## config.mk

```make
export PLATFORM = sky130hd
export DESIGN_NAME = irrigation_sequencer
export DESIGN_NICKNAME = d
export VERILOG_FILES = /design/src/rtl/irrig_pkg.sv /design/src/rtl/irrigation_sequencer_debounce.sv /design/src/rtl/irrigation_sequencer.sv
export SDC_FILE = /design/constraint.sdc
export NUM_CORES = 1
export LEC_CHECK = 0
export BUFFER_PORTS_ARGS = -buffer_cell sky130_fd_sc_hd__buf_4
export CAP_MARGIN = 10
export CORE_MARGIN = 2
export CORE_UTILIZATION = 50
export DETAILED_ROUTE_END_ITERATION = 10
export PLACE_DENSITY = 0.7
export SYNTH_ARGS = -nofsm -noshare
export SYNTH_HDL_FRONTEND = slang
export SYNTH_SLANG_ARGS = --single-unit
```

## constraint.sdc

```tcl
create_clock -name clk -period 2.5 [get_ports clk]
set_clock_uncertainty 0.1 [all_clocks]
set_input_delay 0.75 -clock clk [delete_from_list [all_inputs] [get_ports clk]]
set_output_delay 0.75 -clock clk [all_outputs]
set_load 0.005 [all_outputs]
```

## src/rtl/irrig_pkg.sv

```systemverilog
// rtl/irrig_pkg.sv - shared types and level decode for the irrigation sequencer
package irrig_pkg;

    typedef enum logic [2:0] {
        LVL_FULL,
        LVL_MED,
        LVL_LOW,
        LVL_EMPTY,
        LVL_INVALID
    } level_e;

    typedef enum logic [1:0] {
        DEM_NONE,
        DEM_DRIP,
        DEM_SPRAY
    } demand_e;

    typedef enum logic [2:0] {
        ST_IDLE  = 3'd0,
        ST_DRIP  = 3'd1,
        ST_SPRAY = 3'd2,
        ST_DEAD  = 3'd3,
        ST_FAULT = 3'd4
    } state_e;

    // Probes fill bottom-up, so only contiguous codes from the bottom are legal.
    function automatic level_e decode_level(input logic [2:0] hml);
        case (hml)
            3'b111:  return LVL_FULL;
            3'b011:  return LVL_MED;
            3'b001:  return LVL_LOW;
            3'b000:  return LVL_EMPTY;
            default: return LVL_INVALID;
        endcase
    endfunction

endpackage

```

## src/rtl/irrigation_sequencer_debounce.sv

```systemverilog
// rtl/irrigation_sequencer_debounce.sv - irrig_debounce: 2-flop sync plus stable-count acceptance
module irrig_debounce #(
    parameter int W          = 6,
    parameter int STABLE_CYC = 16
) (
    input  logic         clk,
    input  logic         rst_n,
    input  logic [W-1:0] din,
    output logic [W-1:0] dout,
    output logic         valid
);

    localparam int CW = $clog2(STABLE_CYC + 1);

    logic [W-1:0]  sync1_q, sync1_d, sync2_q, sync2_d;
    logic [W-1:0]  cand_q, cand_d, stable_q, stable_d;
    logic [1:0]    prime_q, prime_d;
    logic [CW-1:0] cnt_q, cnt_d;
    logic          valid_q, valid_d;

    // Candidate tracking: a vector is accepted on its STABLE_CYC-th identical sample.
    // prime_q keeps the reset contents of the sync chain from being counted.
    always_comb begin
        sync1_d  = din;
        sync2_d  = sync1_q;
        prime_d  = {prime_q[0], 1'b1};
        cand_d   = cand_q;
        cnt_d    = cnt_q;
        stable_d = stable_q;
        valid_d  = valid_q;
        if (prime_q[1]) begin
            if (cnt_q == '0 || sync2_q != cand_q) begin
                cand_d = sync2_q;
                cnt_d  = CW'(1);
            end else if (cnt_q < CW'(STABLE_CYC)) begin
                cnt_d = cnt_q + 1'b1;
            end
            if (cnt_q == CW'(STABLE_CYC - 1) && sync2_q == cand_q) begin
                stable_d = cand_q;
                valid_d  = 1'b1;
            end
        end
    end

    // Register stage for synchroniser, counter and accepted vector.
    always_ff @(posedge clk or negedge rst_n) begin
        if (!rst_n) begin
            sync1_q  <= '0;
            sync2_q  <= '0;
            prime_q  <= '0;
            cand_q   <= '0;
            cnt_q    <= '0;
            stable_q <= '0;
            valid_q  <= 1'b0;
        end else begin
            sync1_q  <= sync1_d;
            sync2_q  <= sync2_d;
            prime_q  <= prime_d;
            cand_q   <= cand_d;
            cnt_q    <= cnt_d;
            stable_q <= stable_d;
            valid_q  <= valid_d;
        end
    end

    assign dout  = stable_q;
    assign valid = valid_q;

endmodule

```

## src/rtl/irrigation_sequencer.sv

```systemverilog
// rtl/irrigation_sequencer.sv - irrigation controller top; IRRIG_FILL_TIMEOUT_EN enables the inlet fill timeout
module irrigation_sequencer #(
    parameter int DEBOUNCE_CYC     = 16,
    parameter int MIN_ON_CYC       = 1024,
    parameter int DEAD_CYC         = 8,
    parameter int FILL_TIMEOUT_CYC = 65536
) (
    input  logic       clk,
    input  logic       rst_n,
    input  logic       lvl_h,
    input  logic       lvl_m,
    input  logic       lvl_l,
    input  logic       soil_us,
    input  logic       soil_ua,
    input  logic       temp_hi,
    input  logic       fault_clr,
    output logic       vs,
    output logic       bs,
    output logic       ve,
    output logic       al,
    output logic       err,
    output logic [2:0] state_o,
    output logic       seg_a,
    output logic       seg_g,
    output logic       seg_d
);
    import irrig_pkg::*;

    localparam int OW = $clog2(MIN_ON_CYC + 1);
    localparam int DW = $clog2(DEAD_CYC + 1);
    localparam logic [OW-1:0] ON_MAX   = OW'(MIN_ON_CYC);
    localparam logic [DW-1:0] DEAD_MAX = DW'(DEAD_CYC);
    localparam logic [DW-1:0] GAP_MAX  = DW'(DEAD_CYC - 1);

    logic [5:0] sens;
    logic       sens_valid;
    level_e     level;
    demand_e    demand;
    logic       fill_timeout;

    state_e        state_q, state_d;
    demand_e       target_q, target_d, last_q, last_d;
    logic [OW-1:0] on_cnt_q, on_cnt_d;
    logic [DW-1:0] dead_cnt_q, dead_cnt_d, gap_q, gap_d;
    logic vs_q, vs_d, bs_q, bs_d, ve_q, ve_d, al_q, al_d, err_q, err_d;
    logic seg_a_q, seg_a_d, seg_g_q, seg_g_d, seg_d_q, seg_d_d;

    irrig_debounce #(.W(6), .STABLE_CYC(DEBOUNCE_CYC)) u_debounce (
        .clk   (clk),
        .rst_n (rst_n),
        .din   ({lvl_h, lvl_m, lvl_l, soil_us, soil_ua, temp_hi}),
        .dout  (sens),
        .valid (sens_valid)
    );

    assign level = decode_level(sens[5:3]);

    // Demand from debounced soil/temperature/level: sens = {h,m,l,us,ua,t}.
    always_comb begin
        demand = DEM_NONE;
        if (!sens[2] && level != LVL_EMPTY && level != LVL_INVALID) begin
            if (!sens[1])
                demand = (level == LVL_LOW) ? DEM_DRIP : DEM_SPRAY;
            else if (sens[0])
                demand = DEM_DRIP;
            else
                demand = (level == LVL_MED) ? DEM_SPRAY : DEM_DRIP;
        end
    end

`ifdef IRRIG_FILL_TIMEOUT_EN
    localparam int FW = $clog2(FILL_TIMEOUT_CYC + 1);
    logic [FW-1:0] fill_cnt_q, fill_cnt_d;

    // Counts consecutive inlet-on cycles; the last allowed one raises the fault.
    always_comb begin
        fill_cnt_d   = ve_q ? fill_cnt_q + 1'b1 : '0;
        fill_timeout = ve_q && (fill_cnt_q == FW'(FILL_TIMEOUT_CYC - 1));
    end

    // Fill-duration counter register.
    always_ff @(posedge clk or negedge rst_n) begin
        if (!rst_n) fill_cnt_q <= '0;
        else        fill_cnt_q <= fill_cnt_d;
    end
`else
    // Timeout compiled out; the comparison is never true for a legal limit.
    assign fill_timeout = (FILL_TIMEOUT_CYC <= 0);
`endif

    // Valve sequencing: min-on hold, dead-time handover, fault latch.
    always_comb begin
        state_d  = state_q;
        target_d = target_q;
        if (sens_valid) begin
            case (state_q)
                ST_IDLE: begin
                    // Opening the other valve straight from IDLE still honours the dead time.
                    if (demand != DEM_NONE &&
                        (last_q == DEM_NONE || last_q == demand || gap_q >= GAP_MAX))
                        state_d = (demand == DEM_DRIP) ? ST_DRIP : ST_SPRAY;
                end
                ST_DRIP, ST_SPRAY: begin
                    if (level == LVL_EMPTY) begin
                        state_d = ST_IDLE;
                    end else if (on_cnt_q >= ON_MAX) begin
                        if (demand == DEM_NONE) begin
                            state_d = ST_IDLE;
                        end else if (demand != ((state_q == ST_DRIP) ? DEM_DRIP : DEM_SPRAY)) begin
                            state_d  = ST_DEAD;
                            target_d = demand;
                        end
                    end
                end
                ST_DEAD: begin
                    if (dead_cnt_q >= DEAD_MAX) begin
                        if (demand == target_q)
                            state_d = (target_q == DEM_DRIP) ? ST_DRIP : ST_SPRAY;
                        else
                            state_d = ST_IDLE;
                    end
                end
                ST_FAULT: begin
                    if (fault_clr && level != LVL_INVALID) state_d = ST_IDLE;
                end
                default: state_d = ST_IDLE;
            endcase
            if (level == LVL_INVALID || fill_timeout) state_d = ST_FAULT;
        end
    end

    // Counters and registered outputs, all derived from the next state.
    always_comb begin
        on_cnt_d   = '0;
        dead_cnt_d = '0;
        gap_d      = gap_q;
        last_d     = last_q;
        if (state_d == ST_DRIP || state_d == ST_SPRAY) begin
            on_cnt_d = (state_d != state_q) ? OW'(1) :
                       (on_cnt_q < ON_MAX) ? on_cnt_q + 1'b1 : on_cnt_q;
            last_d   = (state_d == ST_DRIP) ? DEM_DRIP : DEM_SPRAY;
            gap_d    = '0;
        end else if (gap_q < GAP_MAX) begin
            gap_d = gap_q + 1'b1;
        end
        if (state_d == ST_DEAD)
            dead_cnt_d = (state_q == ST_DEAD) ? dead_cnt_q + 1'b1 : DW'(1);

        vs_d    = (state_d == ST_DRIP);
        bs_d    = (state_d == ST_SPRAY);
        err_d   = (state_d == ST_FAULT);
        ve_d    = ve_q;
        al_d    = 1'b0;
        seg_a_d = 1'b1;
        seg_g_d = 1'b1;
        seg_d_d = 1'b1;
        if (sens_valid) begin
            if (state_d == ST_FAULT)                          ve_d = 1'b0;
            else if (level == LVL_LOW || level == LVL_EMPTY)  ve_d = 1'b1;
            else if (level == LVL_FULL)                       ve_d = 1'b0;
            al_d = err_d || level == LVL_LOW || level == LVL_EMPTY;
            if (state_d != ST_FAULT) begin
                seg_d_d = ~sens[3];
                seg_g_d = ~(sens[3] & sens[4]);
                seg_a_d = ~(sens[3] & sens[4] & sens[5]);
            end
        end
    end

    // State, counters and output registers; reset closes every valve immediately.
    always_ff @(posedge clk or negedge rst_n) begin
        if (!rst_n) begin
            state_q    <= ST_IDLE;
            target_q   <= DEM_NONE;
            last_q     <= DEM_NONE;
            on_cnt_q   <= '0;
            dead_cnt_q <= '0;
            gap_q      <= '0;
            vs_q       <= 1'b0;
            bs_q       <= 1'b0;
            ve_q       <= 1'b0;
            al_q       <= 1'b0;
            err_q      <= 1'b0;
            seg_a_q    <= 1'b1;
            seg_g_q    <= 1'b1;
            seg_d_q    <= 1'b1;
        end else begin
            state_q    <= state_d;
            target_q   <= target_d;
            last_q     <= last_d;
            on_cnt_q   <= on_cnt_d;
            dead_cnt_q <= dead_cnt_d;
            gap_q      <= gap_d;
            vs_q       <= vs_d;
            bs_q       <= bs_d;
            ve_q       <= ve_d;
            al_q       <= al_d;
            err_q      <= err_d;
            seg_a_q    <= seg_a_d;
            seg_g_q    <= seg_g_d;
            seg_d_q    <= seg_d_d;
        end
    end

    assign vs      = vs_q;
    assign bs      = bs_q;
    assign ve      = ve_q;
    assign al      = al_q;
    assign err     = err_q;
    assign state_o = state_q;
    assign seg_a   = seg_a_q;
    assign seg_g   = seg_g_q;
    assign seg_d   = seg_d_q;

endmodule

```

==> impl_results.md <==
- Layout cells sized above 1: 31.32%
- Slowest stage cell, crit path: or3b_4
- Routability Congestion: 0.9208
- TritonRoute pass-1 iters: 4
- Main flop type after synthesis: dfrtp_1
- Fmax: 0.3869 GHz
- WHS Path Cells: 0
- CP Cell Sequence: or3b_4, and4_4, or4_4, a211o_4, a211o_4, o221a_1
- Slew @ Worst Pin: 0.5197 ns
- Vias per cell: 5.596
- Max-Cap Viols: 0
- CP required: 2.64 ns
- DP HPWL: 4300 um
- Wire length per cell: 15.01 um
- Syn. warnings: 0
- Die width: 83.38 um
- Iter 0 DRT Violations: 116
- Syn_area_per_cell: 10.83 um2
- FP Rows: 28
- CTS max path bufs: 2
- WS Path Type: register to register
- Post-DP Area: 3588 um2
- R2r setup slk: -0.08 ns
- WL met1: 3078 um
- Netlist cell types: 57
- Cell Area, Synth: 3151 um2
- Top sig layer: met4
- Largest net degree at the start of global routing: 67
- Final slew viol count: 0
- Hold_ws: 0.2450 ns
- Post-CTS Hold Buffers: 0
- Initial antenna violation count: 0
- Crit-path most repeated cell: a211o_4
- Core box area: 5991 um2
- Power density over the cells: 538.4 nW/um2
- Global-route wire length before repair: 10720 um
- Critical path's top delay family: simple AND/OR/NAND/NOR gates
- GRT overflow: 0
- Nets@finish: 360
- R2R cell count: 6
- Layout area overhead: 24.98%
- H-tree level count: 3
- Max FO, Critical Path: 6
- Die Ht: 83.38 um
- VDD IR max: 443.0 uV
- Port bufs: 19
- CTS Buf Count: 9
- CTS tree: done
- HP Class: register to register
- Clock Sinks: 66
- Outcome: finished, violations left
- Final worst slack: -0.08491 ns
- Gr usage total: 19.28%
- Leakage power: 1.734 nW
- Tcrit/Tclk final: 103.4%
- Worst Setup End Kind: register
- Clock Latency Late Sink: 0.35 ns
- Slew margin rel.: 65.31%
- Number of flops mapped to enable cells by yosys: 0
- Worst setup SP type: register
- Met2 routed WL: 2888 um
- Sequential area share after synthesis: 52.54%
- Clock slew at reported path FFs: 0.08 ns
- ANT cells: 0
- DRC viols: 0
- Ys async rst share: 100.0%
- Yosys reg bits: 66
- Hold Vio Cnt, Final: 0
- Metal3 WL: 197 um
- # IOs: 20
- Design Area, Final: 3938 um2
- CP Buf/Inv Count: 0
- Final ANT Viol Nets: 0
- Vias in the first global route: 2287
- Critical path's largest stage delay: 0.43 ns
- Initial core utilization: 52.59%
- Clock Root Buffer: clkbuf_8
- Final WL: 6348 um
- Final setup viols: 17
- Vias: 2367
- RSZ-0062 raised after global routing: yes
- Minimum clock period: 2.585 ns
- Synth Net Count: 308
- Worst Path Arrival: 2.73 ns
- Setup_tns: -0.8250 ns
- Die area: 6952 um2
- Post-Syn Instances: 291
- Violated checks: negative setup slack
- CP Depth: 6
- DP Worst Slack: -0.09166 ns
==> per-stage QoR <==
stage          power [mW]  utilization, %  instances
3_3_place_gp        1.205           59.90        405
4_1_cts             2.137           64.29        423
5_1_grt             2.198           65.73        423
6_report            2.120           65.73        423
3_5_place_dp        1.208           59.90        405
2_1_floorplan       1.164               -        291
==> timing repair <==
action | 4_1_cts | 5_1_grt
setup endpoints to repair | 25 | 27
pin swaps | 6 | 2
buffers inserted | 2 | 0
resized for setup | 6 | 20
==> worst reg2reg max path, cell delays in order, from the launching register on <==
cell,delay [ns]
dfrtp_1,0.38
or3b_4,0.43
and4_4,0.19
or4_4,0.43
a211o_4,0.41
a211o_4,0.32
o221a_1,0.21
==> power breakdown <==
group | switching, mW | internal, mW | leakage [nW]
Clock | 0.417 | 0.518 | 0.102
Combinational | 0.0387 | 0.0376 | 0.797
Sequential | 0.0176 | 1.09 | 0.835
==> registers in the layout (all words and copies together) (netlist names), 2 cells and up <==
| signal | flops |
|---|---|
| dead_cnt_q | 4 |
| gap_q | 4 |
| last_q | 2 |
| on_cnt_q | 11 |
| state_o | 3 |
| target_q | 2 |
| u_debounce.cand_q | 6 |
| u_debounce.cnt_q | 5 |
| u_debounce.dout | 6 |
| u_debounce.prime_q | 2 |
| u_debounce.sync1_q | 6 |
| u_debounce.sync2_q | 6 |
==> per-layer routing <==
metal / GRT usage [%] / vias to the layer above
li1: - / 1152
met1: 27.02 / 1158
met2: 28.52 / 40
met3: 4.374 / 17
met4: 9.091 / 0
met5: 0 / -
==> cell type report <==
| type | instances | area, um2 |
|---|---|---|
| clock buffers | 11 | 151.4 |
| clock inverters | 5 | 62.56 |
| fillers | 458 | 2053 |
| inverters | 23 | 86.33 |
| multi-input cells | 194 | 1504 |
| flip-flops and latches | 66 | 1655 |
| well taps | 75 | 93.84 |
| repair buffers | 49 | 384.1 |
==> cells by family (layout without fill, tap and decap cells) <==
kind of cell             after synthesis  count (layout)  synth area share [%]
AND/OR/NAND/NOR                       95              95                 16.56
flip-flops                            66              66                 52.54
AO/OA/AOI/OAI                         57              57                 13.38
buffers and inverters                 31              88                 3.931
XOR/XNOR                              21              21                 6.076
multiplexers                          12              12                 4.210
adder cells (fa/ha/maj)                8               8                 3.177
other                                  1               1                0.1190
==> synth_stat cells (3+ instances only) <==
cell type	count	area share, %
and3_1	4	0.79
xor2_1	8	2.2
a21oi_1	13	2.1
inv_1	23	2.7
mux2_2	10	3.6
nor2_1	10	1.2
o21ai_0	9	1.4
nand3_1	7	1.1
xnor2_1	12	3.3
dfrtp_1	63	50
nand2_1	25	3.0
dfstp_2	3	2.5
nor3_1	3	0.48
ha_1	8	3.2
a211oi_1	3	0.71
nand4_1	8	1.6
nor4_1	13	2.6
nand2b_1	8	1.6
nor2b_1	4	0.79
clkbuf_1	6	0.71
==> worst paths after layout <==
check,startpoint,end
max,u_debounce.dout[5],ve
min,u_debounce.prime_q[0],u_debounce.prime_q[1]
max reg2reg,u_debounce.dout[5],ve
min reg2reg,u_debounce.prime_q[0],u_debounce.prime_q[1]
max in group asynchronous,rst_n,seg_g
min in group asynchronous,rst_n,u_debounce.cand_q[5]
==> layout by cell type, fill, tap and decap left out, types with 3 or more instances in the layout <==
cell type | synthesis | routed
mux2_2 | 10 | 10
nor2b_1 | 4 | 4
ha_1 | 8 | 8
nor4_1 | 13 | 8
dfrtp_1 | 63 | 63
inv_1 | 23 | 21
buf_4 | 0 | 47
xor2_1 | 8 | 8
xnor2_1 | 12 | 12
nand3_1 | 7 | 5
nand4_1 | 8 | 8
nand2_1 | 25 | 25
a21oi_1 | 13 | 9
and3_1 | 4 | 4
o21ai_0 | 9 | 7
nand2b_1 | 8 | 8
nor2_1 | 10 | 10
dfstp_2 | 3 | 3
clkbuf_8 | 0 | 11
a21oi_2 | 0 | 4
nor4_2 | 0 | 4
Note: power is estimated with default switching activity, not from simulation.
